`src/rtl/mult_accumulator.sv`:
```
// Product accumulator: sums LEN incoming product words into an ACC_SZ-bit
// result with a sticky wrap flag, then holds the result until the consumer
// takes it.
//
// Ports:
//   clk        - clock, rising edge
//   rst_l      - asynchronous active-low reset
//   clr        - synchronous abort of the current accumulation / pending result
//   in_valid   - in_prod carries a valid product
//   in_prod    - product word, BIT_SZ bits, zero-extended into the accumulator
//   in_ready   - block accepts a product this cycle (state decode, combinational)
//   out_valid  - out_sum / out_ovf hold a completed result
//   out_ready  - consumer accepts the result
//   out_sum    - completed sum of LEN products, ACC_SZ bits
//   out_ovf    - accumulation for this result wrapped
module mult_accumulator #(
    parameter int unsigned BIT_SZ = 4,
    parameter int unsigned ACC_SZ = 8,
    parameter int unsigned LEN    = 4
) (
    input  logic              clk,
    input  logic              rst_l,
    input  logic              clr,
    input  logic              in_valid,
    input  logic [BIT_SZ-1:0] in_prod,
    output logic              in_ready,
    output logic              out_valid,
    input  logic              out_ready,
    output logic [ACC_SZ-1:0] out_sum,
    output logic              out_ovf
);

    localparam int unsigned CNT_W = (LEN > 1) ? $clog2(LEN) : 1;
    localparam int unsigned SUM_W = ACC_SZ + 1;
    localparam logic [CNT_W-1:0] LAST_CNT = CNT_W'(LEN - 1);

    typedef enum logic {
        ACCUM = 1'b0,
        HOLD  = 1'b1
    } state_t;

    state_t            state, state_nxt;
    logic [ACC_SZ-1:0] acc, acc_nxt;
    logic [CNT_W-1:0]  cnt, cnt_nxt;
    logic              ovf, ovf_nxt;
    logic              out_valid_nxt;
    logic [ACC_SZ-1:0] out_sum_nxt;
    logic              out_ovf_nxt;
    logic [SUM_W-1:0]  sum_ext;

    // Extra top bit of the sum is the carry out of the accumulator
    assign sum_ext  = {1'b0, acc} + SUM_W'(in_prod);
    assign in_ready = (state == ACCUM);

    // State and datapath registers
    always_ff @(posedge clk or negedge rst_l) begin
        if (!rst_l) begin
            state     <= ACCUM;
            acc       <= '0;
            cnt       <= '0;
            ovf       <= 1'b0;
            out_valid <= 1'b0;
            out_sum   <= '0;
            out_ovf   <= 1'b0;
        end else begin
            state     <= state_nxt;
            acc       <= acc_nxt;
            cnt       <= cnt_nxt;
            ovf       <= ovf_nxt;
            out_valid <= out_valid_nxt;
            out_sum   <= out_sum_nxt;
            out_ovf   <= out_ovf_nxt;
        end
    end

    // Next-state and datapath decode; clr overrides everything
    always_comb begin
        state_nxt     = state;
        acc_nxt       = acc;
        cnt_nxt       = cnt;
        ovf_nxt       = ovf;
        out_valid_nxt = out_valid;
        out_sum_nxt   = out_sum;
        out_ovf_nxt   = out_ovf;

        if (clr) begin
            state_nxt     = ACCUM;
            acc_nxt       = '0;
            cnt_nxt       = '0;
            ovf_nxt       = 1'b0;
            out_valid_nxt = 1'b0;
        end else begin
            case (state)
                ACCUM: begin
                    if (in_valid) begin
                        if (cnt == LAST_CNT) begin
                            // Last product: publish result and restart
                            out_sum_nxt   = sum_ext[ACC_SZ-1:0];
                            out_ovf_nxt   = ovf | sum_ext[ACC_SZ];
                            out_valid_nxt = 1'b1;
                            state_nxt     = HOLD;
                            acc_nxt       = '0;
                            cnt_nxt       = '0;
                            ovf_nxt       = 1'b0;
                        end else begin
                            acc_nxt = sum_ext[ACC_SZ-1:0];
                            ovf_nxt = ovf | sum_ext[ACC_SZ];
                            cnt_nxt = cnt + CNT_W'(1);
                        end
                    end
                end
                HOLD: begin
                    if (out_ready) begin
                        out_valid_nxt = 1'b0;
                        state_nxt     = ACCUM;
                    end
                end
                default: begin
                    state_nxt = ACCUM;
                end
            endcase
        end
    end

endmodule

```
`config.mk`:
```
export PLATFORM = sky130hd
export DESIGN_NAME = mult_accumulator
export DESIGN_NICKNAME = d
export VERILOG_FILES = /design/src/rtl/mult_accumulator.sv
export SDC_FILE = /design/constraint.sdc
export NUM_CORES = 1
export LEC_CHECK = 0
export BUFFER_PORTS_ARGS = -buffer_cell sky130_fd_sc_hd__buf_2
export CELL_PAD_IN_SITES_DETAIL_PLACEMENT = 1
export CELL_PAD_IN_SITES_GLOBAL_PLACEMENT = 1
export CORE_ASPECT_RATIO = 1.5
export CORE_MARGIN = 1
export CORE_UTILIZATION = 35
export DETAILED_ROUTE_END_ITERATION = 10
export PLACE_DENSITY = 0.65
export SLEW_MARGIN = 5
export SYNTH_ARGS = -nofsm -noshare
export SYNTH_HDL_FRONTEND = slang
export SYNTH_SLANG_ARGS = --single-unit
```
`constraint.sdc`:
```
create_clock -name clk -period 4.5 [get_ports clk]
set_input_delay 0.45 -clock clk [delete_from_list [all_inputs] [get_ports clk]]
set_output_delay 0.45 -clock clk [all_outputs]
set_load 0.01 [all_outputs]
```
==> results.sh <==
export IMPL_core_sq_um=3159
export IMPL_die_area_sq_um=3531
export IMPL_synth_seq_cells=22
export IMPL_synth_xor_area_share_pct=3.040
export IMPL_initial_utilization_pct=36.48
export IMPL_clock_latency_ns=0.26
export IMPL_synth_ff_type="dfrtp_1"
export IMPL_grt_pass1_vias=969
export IMPL_syn_nets=131
export IMPL_p_leak_nw=0.6744
export IMPL_layout_cells_non_filler=173
export IMPL_swShare_pct=32.33
export IMPL_final_nets=150
export IMPL_dp_hpwl_microns=2085
export IMPL_post_route_cell_area_sq_um=1309
export IMPL_synth_compound_area_share_pct=20.41
export IMPL_drt_first_pass_iters=4
export IMPL_placed_area_sq_um=1267
export IMPL_power_frac_seq_pct=48.2
export IMPL_layout_drive_gt1_share_pct=18.80
export IMPL_start_kind="register"
export IMPL_period_share_pct=41.93
export IMPL_cts_buffers=3
export IMPL_slew_headroom_pct=57.46
export IMPL_ys_seq_area_share_pct=47.77
export IMPL_place_inst=170
export IMPL_synth_adder_area_share_pct=7.166
export IMPL_h_tree_depth=1
export IMPL_grt_max_degree=23
export IMPL_grt_pass1_wl_microns=4519
export IMPL_antenna_cells=0
export IMPL_synthTopCellsByArea="dfrtp_1 48%, nand2_1 6.2%, ha_1 5.4%"
export IMPL_cp_max_fo=3
export IMPL_yosysTopAreaCellShare_pct=47.77
export IMPL_pwr_share_comb_pct=27.6
export IMPL_overflow=0
export IMPL_vdd_drop_max_mv=0.1517
export IMPL_clock_path_buffers=2
export IMPL_vias_per_cell=5.358
export IMPL_power_switching_uw=166.0
export IMPL_hold_path_class="primary input to asynchronous set/reset pin"
export IMPL_syn_mean_instance_area_sq_um=9.934
export IMPL_postRouteAntennaNets=0
export IMPL_ys_warnings_count=0
export IMPL_ioPinCount=20
export IMPL_power_internal_uw=347.5
export IMPL_max_freq_mhz=529.9
export IMPL_port_buffers=19
export IMPL_setup_ws_ns=2.613
export IMPL_die_h_microns=72.28
export IMPL_syn_to_final_growth_pct=13.57
export IMPL_layout_min_cycle_time_ns=1.887
export IMPL_cts_tree="built"
export IMPL_status="finished, final reports clean"
export IMPL_syn_cell_area_sq_um=1152
export IMPL_crit_path_end_kind="register"
export IMPL_cellPowerDensity_nw_per_um2=392.3
export IMPL_place_ws_ns=2.440
export IMPL_grtUsageTotal_pct=16.97
export IMPL_synthArstFlopShare_pct=100.0
export IMPL_ctsHoldBuffers=0
export IMPL_max_cap_viol_count=0
export IMPL_syn_instance_count=116
export IMPL_tns_ns=0
export IMPL_synth_top_family_by_area="compound AO/OA/AOI/OAI gates"
export IMPL_path_clk_slew_ns=0.08
export IMPL_rows=25
export IMPL_tightest_slew_ns=0.6358
export IMPL_synth_area_mux_share_pct=3.040
export IMPL_clock_sinks=22
export IMPL_post_cts_resized=0
export IMPL_synth_top_cell_by_area="dfrtp_1"
export IMPL_die_width_microns=48.85
export IMPL_clock_skew_ns=0.001853
export IMPL_wl_per_cell_microns=15.64
export IMPL_root_buffer="clkbuf_8"
export IMPL_cts_setup_buffers=0
export IMPL_cp_data_arrival_time_ns=2.02
export IMPL_routed_wl_microns=2706
export IMPL_gp_congestion=0.7251
export IMPL_drt_iter0_drc=14
export IMPL_hold_worst_slack_ns=0.1486
export IMPL_synth_distinct_cells=39
export IMPL_cp_data_required_time_ns=4.63
export IMPL_drc=0
export IMPL_rsz0062_at_grt="no"
export IMPL_report_final_slew_viol_count=0
export IMPL_synth_simple_area_share_pct=14.98
export IMPL_pwr_share_clk_pct=24.3
export IMPL_crit_type="register to register"
export IMPL_synth_edf_count=0
export IMPL_finalHoldViolations=0
export IMPL_setup_violations=0
export IMPL_antenna_found_initial=0
export IMPL_vias=927
==> cells by family after synthesis <==
group                      Yosys count
AOI/OAI and AO/OA                   35
xor gates and xnor gates             4
adders and majority gates            6
buffers and inverters                8
DFF                                 22
muxes                                3
and+or+nand+nor                     38
==> cell usage after synthesis (2+ instances only) <==
library cell / count
a21oi_1: 5
nand2_1: 19
dfrtp_1: 22
inv_1: 3
mux2i_1: 2
buf_2: 2
nor2_1: 9
o211ai_1: 2
a22oi_1: 2
ha_1: 5
nand3_1: 2
a21o_1: 4
xnor2_1: 4
o21ai_0: 10
==> through the flow <==
step / util (%) / power [mW]
global route: 41.43 / 0.5481
finish: 41.43 / 0.5135
floorplan: - / 0.3448
CTS: 41.43 / 0.5229
global placement: 40.12 / 0.3890
detailed placement: 40.12 / 0.3961
==> layout by cell type, fill, tap and decap left out, drive strengths merged, types with 2 or more instances in the layout <==
| master | Yosys | routed |
|---|---|---|
| xnor2 | 4 | 4 |
| nand3 | 2 | 2 |
| mux2i | 2 | 2 |
| a22oi | 2 | 2 |
| o21ai | 10 | 10 |
| a21oi | 6 | 6 |
| nand2 | 19 | 19 |
| ha | 5 | 5 |
| clkbuf | 2 | 3 |
| o211ai | 2 | 2 |
| o21a | 2 | 2 |
| dfrtp | 22 | 22 |
| a21o | 4 | 4 |
| nor2 | 9 | 9 |
| buf | 3 | 19 |
| inv | 3 | 3 |
==> final cells by class <==
type                       instances  area (sq um)
tap                               40         50.05
inverter                           3         11.26
clock buffer                       3         41.29
sequential                        22         550.5
timing repair buffer              19         95.09
multi-input combinational         86         560.5
fill                             393          1851
==> worst max-delay path, cell delays in order (launching register included) <==
cell and delay, ns:
dfrtp_1 0.39, ha_1 0.23, fa_1 0.42, a21o_1 0.23, a21oi_1 0.24, xnor2_1 0.16
o21ai_0 0.09
==> metal layers <==
layer | track usage, % | share of wire, %
met5 | 0 | 0
met4 | 6.863 | 1.3
met3 | 1.887 | 2.1
met2 | 32.41 | 56
met1 | 18.83 | 41
==> power groups by stage <==
stage	registers [mW]	clock network, mW	logic (mW)
6_report	0.247	0.125	0.142
4_1_cts	0.248	0.130	0.144
3_3_place_gp	0.251	0	0.138
3_5_place_dp	0.253	0	0.143
2_1_floorplan	0.258	0	0.0872
5_1_grt	0.253	0.137	0.159
==> flip-flops by register name (all words and copies together), names as in the netlist <==
signal     count
acc            8
out_sum        8
cnt            2
out_ovf        1
out_valid      1
ovf            1
state          1
==> worst paths after layout <==
check                      cells after the start         end  slack [ns]  startpoint
max                                            6  out_sum[4]        2.61      acc[0]
min                                            1  out_sum[3]        0.15       rst_l
max reg2reg                                    6  out_sum[4]        2.61      acc[0]
min reg2reg                                    2  out_sum[0]        0.48  out_sum[0]
max in group asynchronous                      1      acc[0]        4.00       rst_l
min in group clk                               2       state        0.36   out_ready
(Power assumes the default switching activity.)
